==> config.mk <==
export PLATFORM = sky130hd
export DESIGN_NAME = lcd_responder
export DESIGN_NICKNAME = d
export VERILOG_FILES = /design/src/rtl/lcd_pkg.sv /design/src/rtl/lcd_bus_sync.sv /design/src/rtl/lcd_responder.sv
export SDC_FILE = /design/constraint.sdc
export NUM_CORES = 1
export LEC_CHECK = 0
export ABC_AREA = 0
export BUFFER_PORTS_ARGS = -buffer_cell sky130_fd_sc_hd__buf_2
export CAP_MARGIN = 15
export CELL_PAD_IN_SITES_DETAIL_PLACEMENT = 1
export CELL_PAD_IN_SITES_GLOBAL_PLACEMENT = 1
export CORE_ASPECT_RATIO = 1.1
export CORE_MARGIN = 2
export CORE_UTILIZATION = 45
export DETAILED_ROUTE_END_ITERATION = 16
export PLACE_DENSITY = 0.89
export SYNTH_ARGS = -nofsm -noshare
export SYNTH_HDL_FRONTEND = slang
export SYNTH_SLANG_ARGS = --single-unit
==> constraint.sdc <==
create_clock -name CLK -period 2.79 [get_ports CLK]
set_input_delay 0 -clock CLK [delete_from_list [all_inputs] [get_ports CLK]]
set_output_delay 0 -clock CLK [all_outputs]
set_load 0.05 [all_outputs]
==> src/rtl/lcd_pkg.sv <==
// Shared definitions for the HD44780-style LCD bus: responder FSM states,
// command opcodes and the microsecond-to-cycle conversion.
package lcd_pkg;

  typedef enum logic [1:0] {
    S_IDLE,
    S_STROBE,
    S_COMMIT
  } responder_state_t;

  localparam logic [7:0] CMD_CLEAR = 8'h01;
  localparam logic [7:0] CMD_HOME  = 8'h02;
  localparam logic [7:0] CMD_ENTRY = 8'h04;
  localparam logic [7:0] CMD_FUNC  = 8'h20;
  localparam logic [7:0] CMD_DDRAM = 8'h80;

  function automatic int unsigned us_to_cycles(input int unsigned freq,
                                               input int unsigned us);
    return freq / 1000000 * us;
  endfunction

endpackage

==> src/rtl/lcd_bus_sync.sv <==
// Multi-stage synchronizer for the LCD bus pins plus rise/fall detection
// on the enable strobe, which rides in the MSB of the vector.
module lcd_bus_sync #(
  parameter int unsigned WIDTH  = 7,
  parameter int unsigned STAGES = 2
) (
  input  logic             clk,
  input  logic             rst_n,
  input  logic [WIDTH-1:0] bus,
  output logic [WIDTH-2:0] sync,
  output logic             rise,
  output logic             fall
);

  logic [STAGES-1:0][WIDTH-1:0] stage;
  logic                         e_prev;
  logic                         e_now;

  always_ff @(posedge clk) begin
    if (!rst_n) begin
      stage  <= '0;
      e_prev <= 1'b0;
    end else begin
      stage  <= {stage[STAGES-2:0], bus};
      e_prev <= stage[STAGES-1][WIDTH-1];
    end
  end

  assign e_now = stage[STAGES-1][WIDTH-1];
  assign sync  = stage[STAGES-1][WIDTH-2:0];
  assign rise  = e_now & ~e_prev;
  assign fall  = ~e_now & e_prev;

endmodule

==> src/rtl/lcd_responder.sv <==
// Display end of the 4-pin HD44780 bus: assembles nibbles into bytes,
// models the busy flag and address counter, and answers busy-flag reads.
module lcd_responder
  import lcd_pkg::*;
#(
  parameter int unsigned FREQ        = 50000000,
  parameter int unsigned BUSY_US     = 40,
  parameter int unsigned CLEAR_US    = 1640,
  parameter int unsigned SYNC_STAGES = 2
) (
  input  logic       CLK,
  input  logic       RST_N,
  input  logic       LCD_E,
  input  logic       LCD_RS,
  input  logic       LCD_RW,
  input  logic [3:0] LCD_D_IN,
  output logic [3:0] LCD_D_OUT,
  output logic       LCD_D_OE,
  output logic       byte_valid,
  output logic       byte_rs,
  output logic [7:0] byte_data,
  output logic       byte_overrun,
  output logic       busy,
  output logic       mode4bit,
  output logic [6:0] addr
);

  localparam int unsigned BUSY_CYC  = us_to_cycles(FREQ, BUSY_US);
  localparam int unsigned CLEAR_CYC = us_to_cycles(FREQ, CLEAR_US);
  localparam logic [20:0] BUSY_LOAD  = 21'(BUSY_CYC);
  localparam logic [20:0] CLEAR_LOAD = 21'(CLEAR_CYC);

  logic [5:0]       bus_sync;
  logic             e_rise;
  logic             e_fall;
  logic             s_rs;
  logic             s_rw;
  logic [3:0]       s_d;

  responder_state_t state;
  logic             rs_cap;
  logic             rw_cap;
  logic             phase_high;
  logic             inc;
  logic [3:0]       nib;
  logic [3:0]       hi_store;
  logic [20:0]      busy_cnt;

  logic             asm_done;
  logic [7:0]       asm_byte;
  logic [3:0]       rd_next;
  logic             long_cmd;

  lcd_bus_sync #(
    .WIDTH (7),
    .STAGES(SYNC_STAGES)
  ) u_bus_sync (
    .clk  (CLK),
    .rst_n(RST_N),
    .bus  ({LCD_E, LCD_RS, LCD_RW, LCD_D_IN}),
    .sync (bus_sync),
    .rise (e_rise),
    .fall (e_fall)
  );

  assign s_rs = bus_sync[5];
  assign s_rw = bus_sync[4];
  assign s_d  = bus_sync[3:0];

  always_comb begin
    asm_done = 1'b0;
    asm_byte = '0;
    if (!mode4bit) begin
      asm_done = 1'b1;
      asm_byte = {nib, 4'h0};
    end else if (!phase_high) begin
      asm_done = 1'b1;
      asm_byte = {hi_store, nib};
    end
    long_cmd = !rs_cap && (asm_byte == CMD_CLEAR || (asm_byte & 8'hFE) == CMD_HOME);
    rd_next = '0;
    if (!s_rs) rd_next = (mode4bit && !phase_high) ? addr[3:0] : {busy, addr[6:4]};
  end

  always_ff @(posedge CLK) begin
    if (!RST_N) begin
      state        <= S_IDLE;
      rs_cap       <= 1'b0;
      rw_cap       <= 1'b0;
      phase_high   <= 1'b1;
      inc          <= 1'b1;
      nib          <= '0;
      hi_store     <= '0;
      busy_cnt     <= '0;
      LCD_D_OUT    <= '0;
      LCD_D_OE     <= 1'b0;
      byte_valid   <= 1'b0;
      byte_rs      <= 1'b0;
      byte_data    <= '0;
      byte_overrun <= 1'b0;
      busy         <= 1'b0;
      mode4bit     <= 1'b0;
      addr         <= '0;
    end else begin
      byte_valid   <= 1'b0;
      byte_overrun <= 1'b0;
      if (busy) begin
        busy_cnt <= busy_cnt - 21'd1;
        if (busy_cnt == 21'd1) busy <= 1'b0;
      end

      case (state)
        S_IDLE: begin
          if (e_rise) begin
            rs_cap <= s_rs;
            rw_cap <= s_rw;
            if (s_rw) begin
              LCD_D_OUT <= rd_next;
              LCD_D_OE  <= 1'b1;
            end
            state <= S_STROBE;
          end
        end
        S_STROBE: begin
          if (e_fall) begin
            if (rw_cap) begin
              LCD_D_OE  <= 1'b0;
              LCD_D_OUT <= '0;
              if (mode4bit) phase_high <= ~phase_high;
              state <= S_IDLE;
            end else begin
              nib   <= s_d;
              state <= S_COMMIT;
            end
          end
        end
        S_COMMIT: begin
          state <= S_IDLE;
          if (mode4bit) phase_high <= ~phase_high;
          if (mode4bit && phase_high) hi_store <= nib;
          // The phase still advances on an overrun; only byte effects are dropped.
          if (asm_done) begin
            if (busy) begin
              byte_overrun <= 1'b1;
            end else begin
              byte_valid <= 1'b1;
              byte_rs    <= rs_cap;
              byte_data  <= asm_byte;
              busy       <= 1'b1;
              busy_cnt   <= long_cmd ? CLEAR_LOAD : BUSY_LOAD;
              if (rs_cap) begin
                addr <= inc ? addr + 7'd1 : addr - 7'd1;
              end else if ((asm_byte & CMD_DDRAM) == CMD_DDRAM) begin
                addr <= asm_byte[6:0];
              end else if ((asm_byte & 8'hE0) == CMD_FUNC) begin
                mode4bit <= ~asm_byte[4];
                if (mode4bit == asm_byte[4]) phase_high <= 1'b1;
              end else if ((asm_byte & 8'hFC) == CMD_ENTRY) begin
                inc <= asm_byte[1];
              end else if ((asm_byte & 8'hFE) == CMD_HOME) begin
                addr <= '0;
              end else if (asm_byte == CMD_CLEAR) begin
                addr <= '0;
                inc  <= 1'b1;
              end
            end
          end
        end
        default: state <= S_IDLE;
      endcase
    end
  end

endmodule

* Word-level counts from Yosys, hierarchy flattened
Index checks and enable logic that the tools add are counted.
** Word-level totals
- Register bits after elaboration :: 75
- Bits of input ports :: 9
- Output and inout bits :: 25
- Logic and storage cells :: 123
** Cells by class
- Add/sub/neg operators :: 3
- Eq/ne operators :: 15
- Mux-type cells :: 52
- Bitwise gates (word level) :: 11
- Reduce and logical (&&, ||, !) cells :: 22
** Operators with widths (number)
- two-way mux 21 bit :: 4
- two-way mux 7 bit :: 7
- two-way mux 1 bit :: 25
- two-way mux 4 bit :: 6
- equality test 21 x 1 -> 1 bit, second input constant :: 1
- subtractor 21 x 1 -> 21 bit, second input constant :: 1
- two-way mux 17 bit :: 1
- two-way mux 8 bit :: 2
- AND reduction 3 bit :: 4
- AND reduction 6 bit :: 2
- NOT 1 bit :: 9
- equality test 8 x 1 -> 1 bit, second input constant :: 1
- case mux 4 bit (2 select lines) :: 1
- AND reduction 8 bit :: 1
- adder 7 x 1 -> 7 bit, second input constant :: 1
- equality test 7 x 1 -> 1 bit, second input constant :: 1
- subtractor 7 x 1 -> 7 bit, second input constant :: 1
- equality test 6 x 1 -> 1 bit, second input constant :: 1
- two-way mux 2 bit :: 3
- inequality test 2 bit, second input constant :: 3
- inequality test 3 bit, second input constant :: 2
- AND reduction 2 bit :: 3
- nonzero test 2 bit :: 3
- AND reduction 5 bit :: 1
- 13 further kinds :: 19

* Depth between registers and ports, before layout
- Depth after elaboration :: 10
- Mapped depth :: 7
- Depth with buffers taken out :: 6

* Modules after synthesis
Synthesis repeated with hierarchy kept, for this count alone.
** Unflattened totals
- Cells, all modules :: 386
- Area, all modules :: 3509.6 um^2
** Modules (own cells, without submodules)
- lcd_responder :: instances 1, cells an instance 347, area each 3032.9 um^2
- lcd_bus_sync :: instances 1, cells an instance 39, area each 476.7 um^2

* Worst setup path after synthesis
Ideal clock, no wire load.
- Path kind :: flip-flop to flip-flop
- From :: register busy
- To :: register busy_cnt[20]
- Library setup time :: 0.070 ns
- Data arrival time :: 2.164 ns
- Path slack :: 0.556 ns
- Stages on the path, launching flop included :: 6
- Clock period less this slack :: 2.234 ns
- Cell sequence :: dfxtp_1 > buf_6 > nand4bb_1 > or4b_4 > or4_1 > a21oi_1
** Between the ends
- Word-level cells in the longest chain between the ends :: 4
** RTL lines
- start, declared :: line lcd_responder.sv:23 : output logic busy,
- start signal, assigned :: line lcd_responder.sv:101 : busy <= 1'b0;
- start signal, assigned :: line lcd_responder.sv:109 : if (busy_cnt == 21'd1) busy <= 1'b0;
- start signal, assigned :: line lcd_responder.sv:149 : busy <= 1'b1;
- two-way mux 21 bit :: line lcd_responder.sv:107 : if (busy) begin
- two-way mux 21 bit :: line lcd_responder.sv:143 : if (busy) begin
- two-way mux 21 bit :: line lcd_responder.sv:142 : if (asm_done) begin
- two-way mux 21 bit (*) :: line lcd_responder.sv:112 : case (state)
- end signal, assigned :: line lcd_responder.sv:108 : busy_cnt <= busy_cnt - 21'd1;
- end signal, assigned :: line lcd_responder.sv:150 : busy_cnt <= long_cmd ? CLEAR_LOAD : BUSY_LOAD;
- end, declared :: line lcd_responder.sv:47 : logic [20:0] busy_cnt;
Every way passes the cells marked *; elsewhere a longest branch is shown, timed or not.
A chain may end at the register's enable or synchronous reset.

* Worst setup path after layout
- From :: register phase_high
- To :: register addr[5]
** Between the ends
- Word-level cells in the longest chain between the ends :: 8
- Elaborated cells on any way between the ends :: 17
** RTL lines
- start, declared :: line lcd_responder.sv:43 : logic phase_high;
- start signal, assigned :: line lcd_responder.sv:129 : if (mode4bit) phase_high <= ~phase_high;
- start signal, assigned :: line lcd_responder.sv:139 : if (mode4bit) phase_high <= ~phase_high;
- two-way mux 8 bit :: line lcd_responder.sv:76 : end else if (!phase_high) begin
- two-way mux 8 bit :: line lcd_responder.sv:73 : if (!mode4bit) begin
- equality test 7 x 1 -> 1 bit :: line lcd_responder.sv:160 : end else if ((asm_byte & 8'hFE) == CMD_HOME) begin
- two-way mux 7 bit :: line lcd_responder.sv:160
- two-way mux 7 bit :: line lcd_responder.sv:158 : end else if ((asm_byte & 8'hFC) == CMD_ENTRY) begin
- two-way mux 7 bit :: line lcd_responder.sv:155 : end else if ((asm_byte & 8'hE0) == CMD_FUNC) begin
- two-way mux 7 bit :: line lcd_responder.sv:153 : end else if ((asm_byte & CMD_DDRAM) == CMD_DDRAM) begin
- two-way mux 7 bit :: line lcd_responder.sv:151 : if (rs_cap) begin
- end signal, assigned :: line lcd_responder.sv:152 : addr <= inc ? addr + 7'd1 : addr - 7'd1;
- end signal, assigned :: line lcd_responder.sv:154 : addr <= asm_byte[6:0];
- end, declared :: line lcd_responder.sv:25 : output logic [6:0] addr
Several ways; a longest one is shown, not always the timed one. The select of a mux whose other input is x is not followed.

==> run summary <==
outcome -> finished clean
Pwr Total -> 1930 uW
initial antenna violation count -> 0
Worst Setup EP -> addr[5]$_SDFFE_PN0P_
chip height -> 97 um
port bufs -> 33
hpwl dp -> 6.50 mm
Area Growth Syn to Fin -> 13.8%
number of global-route vias before repair -> 3157
Reg2Reg Launch Point -> phase_high$_SDFFE_PN1P_
FMAX -> 404 MHz
R2R depth -> 4
Synth Cell Area -> 0.00354 mm^2
worst-margin pin slew -> 0.877 ns
clk_skew -> 0.0112 ns
Ys Warns -> 0
GR met2 Demand/Resource -> 0.381
Rel. slew slack -> 0.414
post-cts resize count -> 0
Die Wd -> 88.5 um
capturing point of the worst reg2reg path -> addr[5]$_SDFFE_PN0P_
floorplan core area -> 0.00756 mm^2
first-pass GRT wire length -> 15.8 mm
max-cap violations -> 0
Nets -> 445
LEAKAGE -> 0.00159 uW
crit path kind -> flip-flop to flip-flop
period utilization -> 0.888
number of synthesized flops with an enable pin -> 0
DRC viols -> 0
mean post-synth cell area -> 9.07 um^2
die area -> 0.00859 mm^2
grt peak-use layer -> met2
gr ovfl total -> 0
setup TNS -> 0 ns
htree depth -> 3
clk_lat worst skew -> 0.35 ns
Final Max Slew Viols -> 0
Setup-failing EPs final -> 0
I/O pin count -> 34
DR WL/cell -> 17.6 um
Antenna Cells -> 0
Post-Synthesis Cells -> 390
synthesis-stage register bit count -> 75
FFs w/ async S/R, synth -> 0
Peak VDD IR -> 0.320 mV
crit path launch type -> flip-flop
DRT iter0 DRCs -> 129
worst min path class -> input port to flip-flop
drt pass-1 iters -> 4
CTS buffer count -> 9
met1 global-route usage -> 0.311
num rows -> 33
Synth Flop Type -> dfxtp_1
Total GRT Usage -> 0.236
CTS root buf -> clkbuf_8
RSZ-0062 raised after global routing -> false
Num Clock Sinks -> 75
Critical Path AT -> 2.67 ns
Via Count -> 3099
Initial Util -> 0.468
DRT Wirelength -> 9.41 mm
clk slew on worst S/H paths -> 0.08 ns
largest net degree at the start of global routing -> 26
Tmin final -> 2.48 ns
most frequent cells in the layout -> 75 x dfxtp_1, 33 x nor2_1, 33 x buf_2
Pwr per Cell Area -> 479 mW/mm^2
Post-Syn Nets -> 411
share of layout cells above drive strength 1 -> 0.152
Unique masters post-synth -> 60
clk buf depth -> 2
hold_buf cts -> 7
postcts setup bufs -> 0
drt via density -> 5.80
RD Place Congestion -> 0.817
most common cell after layout, fill and taps aside -> dfxtp_1
CP required -> 2.99 ns
reg2reg setup slack -> 0.31 ns
CP startpoint -> phase_high$_SDFFE_PN1P_
antenna-violating nets left -> 0
Critical Path Fanout Max -> 14
register area share after synthesis -> 0.424
crit end category -> flip-flop
CTS tree -> built
GR Util met3 -> 0.0444
final hold vios -> 0
==> cell families (layout without fill, tap and decap cells) <==
kind of cell	Yosys count	count (layout)	share of synthesized area
flip-flops	75	75	0.424
AND/OR/NAND/NOR	155	155	0.248
AO/OA/AOI/OAI	84	84	0.162
multiplexers	18	18	0.0513
XOR/XNOR	11	11	0.0272
adder cells (fa/ha/maj)	13	13	0.0474
buffers and inverters	34	73	0.0403
==> sequential cells by signal, indices dropped and copies added (netlist names) <==
register	cells
byte_overrun	1
hi_store	4
phase_high	1
busy_cnt	21
byte_data	8
u_bus_sync.e_now	1
mode4bit	1
nib	4
inc	1
state	2
rw_cap	1
LCD_D_OE	1
LCD_D_OUT	4
busy	1
byte_rs	1
rs_cap	1
u_bus_sync.sync	6
byte_valid	1
u_bus_sync.stage	7
u_bus_sync.e_prev	1
addr	7
==> critical path, cell delays in order, from the launching register on <==
cell and delay, ns:
dfxtp_1 0.38, ha_1 0.27, or4b_1 0.76, a31oi_1 0.68, a311oi_1 0.22
==> per-layer routing <==
| metal | vias to the layer above | wire length, um |
|---|---|---|
| li1 | 1488 | - |
| met1 | 1518 | 4220 |
| met2 | 78 | 4550 |
| met3 | 15 | 461 |
| met4 | 0 | 183 |
| met5 | - | 0 |
==> stage by stage <==
stage / setup slack (ns) / instances / hold WS, ns / cell area, um^2 / util
after floorplan: 0.556 / 390 / 0.127 / 3540 / -
after global placement: 0.551 / 511 / 0.206 / 3780 / 0.500
after CTS: 0.386 / 534 / 0.105 / 4030 / 0.533
after global routing: 0.187 / 534 / 0.115 / 4030 / 0.533
after detailed placement: 0.363 / 511 / 0.211 / 3780 / 0.500
final: 0.314 / 534 / 0.112 / 4030 / 0.533
==> power by group <==
group / internal, uW / leakage, uW / switching, uW
combinational: 27.7 / 0.000885 / 38.2
clock: 365 / 0.0000949 / 407
sequential: 1080 / 0.000607 / 9.17
==> synth_stat cells (3+ instances only) <==
library cell | instances | area, um^2
a211oi_1 | 8 | 60.1
a21oi_1 | 27 | 135
a22oi_1 | 3 | 22.5
a311oi_1 | 4 | 35.0
a31oi_1 | 6 | 37.5
and2_1 | 17 | 106
and4_1 | 3 | 26.3
clkbuf_1 | 19 | 71.3
dfxtp_1 | 75 | 1500
ha_1 | 11 | 138
inv_1 | 10 | 37.5
mux2i_1 | 17 | 170
nand2_1 | 22 | 82.6
nand3_1 | 12 | 60.1
nor2_1 | 33 | 124
nor2b_1 | 7 | 43.8
nor3_1 | 22 | 110
nor4_1 | 3 | 18.8
o21ai_0 | 7 | 35.0
o31ai_1 | 8 | 60.1
or2_2 | 3 | 18.8
or3_1 | 7 | 43.8
or4_1 | 7 | 52.6
xnor2_1 | 3 | 26.3
xor2_1 | 8 | 70.1
==> cell type report <==
class | count | area [um^2]
inverter | 11 | 41.3
tap | 105 | 131
timing repair buffer | 46 | 280
multi-input combinational | 281 | 1890
fill | 892 | 3530
sequential | 75 | 1500
clock buffer | 11 | 151
clock inverter | 5 | 27.5
==> how the worst min path moves through the flow <==
stage / start / end / slack, ns / cells after the start
finish: RST_N / inc$_SDFFE_PN1P_ / 0.11 / 3
global route: RST_N / inc$_SDFFE_PN1P_ / 0.12 / 3
CTS: RST_N / inc$_SDFFE_PN1P_ / 0.11 / 3
detailed placement: LCD_D_IN[1] / u_bus_sync.stage[1]$_SDFF_PN0_ / 0.21 / 2
global placement: LCD_D_IN[0] / u_bus_sync.stage[0]$_SDFF_PN0_ / 0.21 / 2
floorplan: LCD_D_IN[0] / u_bus_sync.stage[0]$_SDFF_PN0_ / 0.13 / 1
Note: power is estimated with default switching activity, not from simulation.
